===== config.mk =====
export PLATFORM = sky130hd
export DESIGN_NAME = mem_port_arbiter
export DESIGN_NICKNAME = d
export VERILOG_FILES = /design/src/rtl/mem_port_arbiter.sv
export SDC_FILE = /design/constraint.sdc
export NUM_CORES = 1
export LEC_CHECK = 0
export BUFFER_PORTS_ARGS = -buffer_cell sky130_fd_sc_hd__buf_2
export CAP_MARGIN = 20
export CORE_AREA = 2 2 292 294
export DETAILED_ROUTE_END_ITERATION = 7
export DIE_AREA = 0 0 294 296
export GPL_TIMING_DRIVEN = 0
export SLEW_MARGIN = 20
export SYNTH_ARGS = -nofsm -noshare
export SYNTH_HDL_FRONTEND = slang
export SYNTH_SLANG_ARGS = --single-unit

===== constraint.sdc =====
create_clock -name clk -period 2.4 [get_ports clk]
set_clock_uncertainty 0.05 [all_clocks]
set_input_delay 0.12 -clock clk [delete_from_list [all_inputs] [get_ports clk]]
set_output_delay 0.12 -clock clk [all_outputs]
set_load 0.03 [all_outputs]

===== src/rtl/mem_port_arbiter.sv =====
// mem_port_arbiter
//
// Shares one line-wide memory port between the Icache miss path and the Dcache
// refill/writeback path. Each cache sends a one-cycle request pulse. The pulse is
// latched as pending, and one requester at a time is granted. The grant goes to
// memory as a one-cycle valid pulse. The 128-bit response comes back to the
// granted cache as a one-cycle ready pulse.
//
// An Icache flush (ic_cancel_i) drops a pending Icache request. It also marks an
// in-flight Icache transaction for discard. A watchdog aborts any transaction
// that sees no mem_ready_i within TIMEOUT_CYC busy cycles.
//
// Parameters
//   ARB_MODE     0 = fixed priority (Dcache wins ties), 1 = round-robin
//   TIMEOUT_CYC  busy cycles without mem_ready_i before abort (1..255)
//
// Ports
//   clk, rst_n                       clock, asynchronous active-low reset
//   ic_addr_i / ic_valid_req_i       Icache line address and request pulse
//   ic_cancel_i                      Icache flush
//   ic_ready_o / ic_data_o           Icache response pulse and held line data
//   dc_addr_i / dc_valid_req_i       Dcache line address and request pulse
//   dc_we_i / dc_wdata_i             Dcache write enable and write line
//   dc_ready_o / dc_data_o           Dcache completion pulse and held read data
//   mem_addr_o / mem_valid_req_o     memory address (16-byte aligned) and request pulse
//   mem_we_o / mem_wdata_o           memory write enable and write data
//   mem_ready_i / mem_data_i         memory completion pulse and read data
//   err_timeout_o                    sticky watchdog flag
module mem_port_arbiter #(
    parameter int unsigned ARB_MODE    = 0,
    parameter int unsigned TIMEOUT_CYC = 255
) (
    input  logic         clk,
    input  logic         rst_n,

    input  logic [31:0]  ic_addr_i,
    input  logic         ic_valid_req_i,
    input  logic         ic_cancel_i,
    output logic         ic_ready_o,
    output logic [127:0] ic_data_o,

    input  logic [31:0]  dc_addr_i,
    input  logic         dc_valid_req_i,
    input  logic         dc_we_i,
    input  logic [127:0] dc_wdata_i,
    output logic         dc_ready_o,
    output logic [127:0] dc_data_o,

    output logic [31:0]  mem_addr_o,
    output logic         mem_valid_req_o,
    output logic         mem_we_o,
    output logic [127:0] mem_wdata_o,
    input  logic         mem_ready_i,
    input  logic [127:0] mem_data_i,

    output logic         err_timeout_o
);

    typedef enum logic [0:0] {StIdle, StBusy} state_e;
    typedef enum logic [0:0] {GrantIc, GrantDc} grant_e;

    localparam logic [31:0] LineMask = 32'hFFFF_FFF0;

    state_e        state_q;
    grant_e        grant_q;
    grant_e        last_grant_q;
    logic          ic_pend_q;
    logic          dc_pend_q;
    logic          discard_q;
    logic [31:0]   ic_addr_q;
    logic [31:0]   dc_addr_q;
    logic          dc_we_q;
    logic [127:0]  dc_wdata_q;
    logic [7:0]    cnt_q;

    // A pulse arriving this cycle supersedes the captured copy, so a request can
    // be issued at the very edge that samples it.
    logic [31:0]   ic_addr_eff;
    logic [31:0]   dc_addr_eff;
    logic          dc_we_eff;
    logic [127:0]  dc_wdata_eff;
    logic          ic_cand;
    logic          dc_cand;
    logic          pick_dc;
    logic [7:0]    cnt_inc;
    logic [7:0]    timeout_val;
    logic          time_out;
    logic          mem_done;
    logic          ic_drop;
    logic [127:0]  resp_data;

    assign timeout_val = TIMEOUT_CYC[7:0];

    always_comb begin
        ic_addr_eff  = ic_valid_req_i ? (ic_addr_i & LineMask) : ic_addr_q;
        dc_addr_eff  = dc_valid_req_i ? (dc_addr_i & LineMask) : dc_addr_q;
        dc_we_eff    = dc_valid_req_i ? dc_we_i : dc_we_q;
        dc_wdata_eff = dc_valid_req_i ? dc_wdata_i : dc_wdata_q;

        // A cancel kills a registered Icache request, but a fresh pulse in the
        // same cycle survives it.
        ic_cand = (ic_pend_q & ~ic_cancel_i) | ic_valid_req_i;
        dc_cand = dc_pend_q | dc_valid_req_i;

        if (ic_cand && dc_cand) begin
            if (ARB_MODE == 0) begin
                pick_dc = 1'b1;
            end else begin
                pick_dc = (last_grant_q == GrantIc);
            end
        end else begin
            pick_dc = dc_cand;
        end

        cnt_inc   = cnt_q + 8'd1;
        time_out  = ~mem_ready_i & (cnt_inc == timeout_val);
        mem_done  = mem_ready_i | time_out;
        // A cancel that lands on the completion cycle still suppresses delivery.
        ic_drop   = discard_q | ic_cancel_i;
        resp_data = mem_ready_i ? mem_data_i : '0;
    end

    always_ff @(posedge clk or negedge rst_n) begin
        if (!rst_n) begin
            state_q         <= StIdle;
            grant_q         <= GrantIc;
            last_grant_q    <= GrantIc;
            ic_pend_q       <= 1'b0;
            dc_pend_q       <= 1'b0;
            discard_q       <= 1'b0;
            ic_addr_q       <= '0;
            dc_addr_q       <= '0;
            dc_we_q         <= 1'b0;
            dc_wdata_q      <= '0;
            cnt_q           <= '0;
            ic_ready_o      <= 1'b0;
            ic_data_o       <= '0;
            dc_ready_o      <= 1'b0;
            dc_data_o       <= '0;
            mem_addr_o      <= '0;
            mem_valid_req_o <= 1'b0;
            mem_we_o        <= 1'b0;
            mem_wdata_o     <= '0;
            err_timeout_o   <= 1'b0;
        end else begin
            ic_ready_o      <= 1'b0;
            dc_ready_o      <= 1'b0;
            mem_valid_req_o <= 1'b0;

            // Request capture runs in every state; a grant below overrides the
            // pending flag of the winner.
            if (ic_valid_req_i) begin
                ic_pend_q <= 1'b1;
                ic_addr_q <= ic_addr_eff;
            end else if (ic_cancel_i) begin
                ic_pend_q <= 1'b0;
            end
            if (dc_valid_req_i) begin
                dc_pend_q  <= 1'b1;
                dc_addr_q  <= dc_addr_eff;
                dc_we_q    <= dc_we_eff;
                dc_wdata_q <= dc_wdata_eff;
            end

            unique case (state_q)
                StIdle: begin
                    if (ic_cand || dc_cand) begin
                        mem_valid_req_o <= 1'b1;
                        cnt_q           <= '0;
                        state_q         <= StBusy;
                        if (pick_dc) begin
                            mem_addr_o   <= dc_addr_eff;
                            mem_we_o     <= dc_we_eff;
                            mem_wdata_o  <= dc_wdata_eff;
                            dc_pend_q    <= 1'b0;
                            grant_q      <= GrantDc;
                            last_grant_q <= GrantDc;
                        end else begin
                            // Icache only reads; drive zeros on the write bus.
                            mem_addr_o   <= ic_addr_eff;
                            mem_we_o     <= 1'b0;
                            mem_wdata_o  <= '0;
                            ic_pend_q    <= 1'b0;
                            grant_q      <= GrantIc;
                            last_grant_q <= GrantIc;
                        end
                    end
                end

                StBusy: begin
                    cnt_q <= cnt_inc;
                    if (grant_q == GrantIc && ic_cancel_i) begin
                        discard_q <= 1'b1;
                    end
                    if (mem_done) begin
                        state_q   <= StIdle;
                        discard_q <= 1'b0;
                        if (time_out) begin
                            err_timeout_o <= 1'b1;
                        end
                        if (grant_q == GrantDc) begin
                            dc_ready_o <= 1'b1;
                            dc_data_o  <= resp_data;
                        end else if (!ic_drop) begin
                            ic_ready_o <= 1'b1;
                            ic_data_o  <= resp_data;
                        end
                    end
                end

                default: begin
                    state_q <= StIdle;
                end
            endcase
        end
    end

endmodule


==> impl_metrics.ini, run 1 <==
[drt]
routedWlPerCell_microns = 22.49
vias = 19510
drc = 0
ant_nets = 0
drt_wl_total_microns = 86100
first_iter_violations = 1328
dr.pass1.iters = 7
routed_via_density = 5.095

[cells_and_area]
multi_input_area_sq_um = 7079
drive_gt1_share_pct = 41.97
register_area_sq_um = 15690
final_nets = 3001
final_area_sq_um = 34520
final-instance-count-excl-fill = 3829
final.fill_count = 7849
synthToLayoutAreaGrowth_pct = 47.31

[global_routing]
antenna_found_initial = 10
grt_max_degree = 96
grt_usage_pct = 18.89
grt_pass1_vias = 20398
grt_pass1_wl_microns = 126200
grt_overflow = 0

[synth]
ys.flop_type = dfrtp_1
yosys-top-cells-count = dfrtp_1 (627), a32o_1 (385), mux2_2 (185)
syn_nets = 1864
synth_area_sq_um = 23430
yosysMostFrequentCell = dfrtp_1
syn_inst = 1535
synth_area_per_cell_sq_um = 15.26
ys_ff_latch = 627
synth_area_leader_cell = dfrtp_1
synth_area_leaders = dfrtp_1 (67%), a32o_1 (16%), mux2_2 (8.9%)
synthesis.yosys.warnings = 0
yosysTopAreaCellShare_pct = 66.97
synth_cell_types = 34
synthArstFlopShare_pct = 100.0
ys_seq_area_share_pct = 66.97
synth_edf_count = 0

[place]
dp_hpwl_microns = 63750
placed_cells = 3368
numPortBuffers = 736
dpl_cell_area_sq_um = 28680
gp_congestion = 0.9122
place_ws_ps = -738.3

[die]
ios = 748
fp.dieW_microns = 294
core_sq_um = 84210
start_util_pct = 27.82
die_h_microns = 296
die_area_sq_um = 87020
num_rows = 107

[sta]
maxSlewHeadroom_pct = 38.26
max_freq_mhz = 448.7
finalCriticalPeriod_ps = 2229
hold_violations = 0
holdWs_ps = 82.23
tightest_slew_ps = 926.1
rsz0062_at_grt = no
setup_viol = 0
setup_slack_ps = 171.1
finalCritPeriodShare_pct = 92.87
finalMaxSlewViolations = 0

[clock_tree]
insertion_delay_ps = 600
clock_path_buffers = 3
cts_tree = built
htree_levels = 3
clock-root-buffer = clkbuf_16
numCtsBuffers = 72
clkSlewWorstSetupHoldPaths_ps = 60
cts_sinks = 627

[critical_path]
start_kind = flip-flop
path_buf_inv = 2
crit_type = flip-flop to flip-flop
crit_path_end_kind = flip-flop
path_cells = ha_2 -> xnor2_1 -> o21ai_2 -> o2111ai_4 -> buf_6 -> buf_2 -> a32o_1
path_delay_family = compound AO/OA/AOI/OAI gates
arrival_ps = 2650
cp_slowest_cell = dfrtp_1
worstPathRequired_ps = 2820
cpPeakStageDelay_ps = 440
critPathMaxFanout = 10

[power]
power.leakage_nw = 15.72
powerDensity_nw_per_um2 = 1359
ir_drop_mv = 0.7087

[hold_path]
hp-class = input pin to flip-flop

[flow_run]
cap_viol_max_count = 0

[outcome]
status = finished, final reports clean
==> stage by stage <==
stage                     utilization, %  power, mW  setup TNS [ps]
after floorplan                        -      28.17               0
after global placement             33.82      34.65        -6970930
after detailed placement           34.06      35.16         -137870
after CTS                          40.87      47.10          -5.813
after global routing               40.97      48.92               0
final                              40.99      46.91               0
==> timing repair <==
item	4_1_cts	5_1_grt
hold endpoints to repair	890	0
cloned	0	0
hold buffers	319	0
pin swaps	1	2
gates resized for setup	19	35
buffers inserted	1	1
setup endpoints to repair	346	202
==> cell families after synthesis <==
group	share of synthesized area (%)
adders and majority gates	0.1068
and+or+nand+nor	1.431
DFF	66.97
muxes	10.34
buffers and inverters	3.119
xor gates and xnor gates	0.1122
AOI/OAI and AO/OA	17.92
==> power breakdown <==
group / internal [mW] / switching, mW / leakage, nW
logic: 6.13 / 12.8 / 7.09
registers: 14.4 / 2.15 / 7.42
clock network: 6.83 / 4.53 / 1.21
total: 27.4 / 19.5 / 15.7
==> cell type report <==
type / instances / share of cell area [%]
Buffer: 164 / 2.186
Multi-Input combinational cell: 736 / 20.51
Timing Repair Buffer: 1064 / 20.60
Antenna cell: 11 / 0.07975
Sequential cell: 627 / 45.46
Inverter: 7 / 0.07613
Tap cell: 1090 / 3.951
Clock buffer: 103 / 6.025
Clock inverter: 27 / 1.109
==> worst register-to-register path, cell delays in order, from the launching register on <==
cell and delay (ps):
dfrtp_1 440, ha_2 250, xnor2_1 160, o21ai_2 280, o2111ai_4 230, buf_6 240, buf_2 230, a32o_1 230
==> layer usage <==
layer / vias up / routed length, microns / GRT usage [%]
met2: 918 / 42000 / 31.43
met5: - / 20 / 0
met3: 239 / 6652 / 4.759
met1: 10003 / 33110 / 22.39
li1: 8346 / - / -
met4: 4 / 4324 / 10.45
==> cells in the final DEF, fill, tap and decap left out, drive strengths merged, types with 2 or more instances in the layout <==
cell,instances
nor2,6
buf,821
dfrtp,627
nor3,2
clkbuf,192
mux2,185
nor2b,10
dlygate4sd3,318
clkinv,17
a21oi,4
nor4,2
o31ai,8
a32o,385
o21ai,39
inv,9
o21a,2
nand3,3
bufinv,7
xnor2,2
diode,11
mux2i,34
nand2,41
ha,2
nand4,2
o2111ai,2
==> flip-flops by register name, summed over array words and instances, names as in the netlist <==
| register | cells |
|---|---|
| ic_data_o | 128 |
| dc_data_o | 128 |
| mem_we_o | 1 |
| grant_q | 1 |
| err_timeout_o | 1 |
| ic_addr_q | 32 |
| ic_ready_o | 1 |
| mem_addr_o | 32 |
| mem_wdata_o | 128 |
| dc_pend_q | 1 |
| state_q | 1 |
| dc_ready_o | 1 |
| dc_addr_q | 32 |
| cnt_q | 8 |
| discard_q | 1 |
| mem_valid_req_o | 1 |
| dc_wdata_q | 128 |
| dc_we_q | 1 |
| ic_pend_q | 1 |
==> worst paths after layout <==
| kind | start | end | slack (ps) | cells past startpoint |
|---|---|---|---|---|
| max in group asynchronous | rst_n | ic_data_o[94] | 480 | 6 |
| min reg2reg | err_timeout_o | err_timeout_o | 430 | 1 |
| max reg2reg | cnt_q[0] | dc_data_o[48] | 170 | 7 |
| min | ic_valid_req_i | cnt_q[5] | 80 | 4 |
| min in group asynchronous | rst_n | dc_wdata_q[58] | 90 | 3 |
| max | cnt_q[0] | dc_data_o[48] | 170 | 7 |
Power figures use the tool's default switching activity.
==> run 2: changes to the inputs <==
- CORE_AREA: 2 2 292 294 -> 2 2 289 291
- DIE_AREA: 0 0 294 296 -> 0 0 291 293
- GPL_TIMING_DRIVEN: 0 -> unset
- clock period: 2.4 -> 2.8 ns (I/O delays scaled with it)
==> impl_metrics.ini, run 2 (same netlist as run 1, synthesis figures left out) <==
[outcome]
status = finished, final reports clean

[die]
die_area_sq_um = 85260
fp.dieW_microns = 291
die_h_microns = 293
core_sq_um = 81850
ios = 748
start_util_pct = 28.63
num_rows = 105

[clock_tree]
htree_levels = 3
clkSlewWorstSetupHoldPaths_ps = 60
cts_tree = built
clock_path_buffers = 3
post_cts_resized = 0
insertion_delay_ps = 620
clock-root-buffer = clkbuf_16
cts_sinks = 627
postCtsSetupBuffers = 0
numCtsBuffers = 72

[global_routing]
antenna_found_initial = 8
grt_overflow = 0
grt_max_degree = 137
grt_usage_pct = 17.71
grt_pass1_wl_microns = 118700
grt_pass1_vias = 20082

[cells_and_area]
layout_commonest_cell = buf_2
synthToLayoutAreaGrowth_pct = 46.10
register_area_sq_um = 15690
final_area_sq_um = 34230
final-instance-count-excl-fill = 3691
final.fill_count = 7449
drive_gt1_share_pct = 41.73
finalCoreUtilization_pct = 41.82
final_nets = 2892
final_cell_mix = buf_2 (736), dfrtp_1 (627), a32o_1 (385)
multi_input_area_sq_um = 7063

[power]
power.leakage_nw = 15.59
ir_drop_mv = 0.6249
powerDensity_nw_per_um2 = 1164
p_total_mw = 39.84

[place]
dp_hpwl_microns = 52340
gp_congestion = 0.8694
dpl_cell_area_sq_um = 28430
place_ws_ps = 242.5
numPortBuffers = 739
placed_cells = 3227

[critical_path]
cp_slowest_cell = o2111ai_4
path_cells = ha_1 -> xnor2_1 -> o21ai_1 -> o2111ai_4 -> buf_12 -> a32o_1
crit_path_end_kind = flip-flop
worstPathRequired_ps = 3220
ff2ff_setup_slack_ps = 240
start_kind = flip-flop
crit_type = flip-flop to flip-flop
arrival_ps = 2980
cpPeakStageDelay_ps = 480
critPathMaxFanout = 42

[sta]
tightest_slew_ps = 1036
maxSlewHeadroom_pct = 30.92
finalCritPeriodShare_pct = 91.52
finalMaxSlewViolations = 0
rsz0062_at_grt = no
max_freq_mhz = 390.2
hold_violations = 0
holdWs_ps = 94.15
setup_slack_ps = 237.4
finalCriticalPeriod_ps = 2563
setup_viol = 0
setup_tns_ps = 0

[drt]
drc = 0
dr.pass1.iters = 7
ant_nets = 0
routed_via_density = 5.095
drt_wl_total_microns = 77890
vias = 18805
routedWlPerCell_microns = 21.10
first_iter_violations = 1281

[flow_run]
cap_viol_max_count = 0

[hold_path]
hp-class = input pin to asynchronous set/reset pin
run 2: cell types whose count changed in the layout (fill, tap and decap cells not counted), sizes merged, moves of 3 or more:
cell,change
diode,-7
inv,+3
dlygate4sd3,+14
clkbuf,-87
clkinv,-7
buf,-34
run 2: path summary, 6_finish.rpt:
path,from,endpoint,depth (start not counted)
max,cnt_q[0],dc_data_o[102],6
max in group asynchronous,rst_n,dc_wdata_q[88],3
max reg2reg,cnt_q[0],dc_data_o[102],6
min,rst_n,mem_wdata_o[118],2
min in group clk,ic_valid_req_i,ic_pend_q,3
min reg2reg,mem_addr_o[0],mem_addr_o[0],2
run 2: per-layer routing:
layer	vias to the layer above	global-route usage (%)	wire [microns]
met4	8	9.933	4482
met2	815	29.53	38560
met3	239	4.849	5708
met1	9643	20.67	29090
li1	8100	-	-
met5	-	0	57
run 2: final cells by class:
type | instances | share of cell area (%)
sequential | 627 | 45.84
multi-input combinational | 736 | 20.63
tap | 1070 | 3.911
clock buffer | 105 | 6.126
clock inverter | 23 | 1.089
timing repair buffer | 1119 | 22.29
antenna | 4 | 0.02924
inverter | 7 | 0.08407
run 2: worst max-delay path, delay by kind of cell (launching register included):
kind | cells | cell delay, ps
buffers and inverters | 1 | 360
AOI/OAI and AO/OA | 3 | 1080
DFF | 1 | 440
xor gates and xnor gates | 1 | 150
adders and majority gates | 1 | 290
run 2: report_power, final:
group / internal [mW] / switching, mW
Clock: 5.82 / 3.86
Combinational: 5.22 / 10.8
Sequential: 12.4 / 1.81
Total: 23.4 / 16.4
run 2: timing repair:
item,4_1_cts,5_1_grt
endpoints found under the hold margin,863,0
hold buffers,332,0
endpoints found under the setup margin,0,0
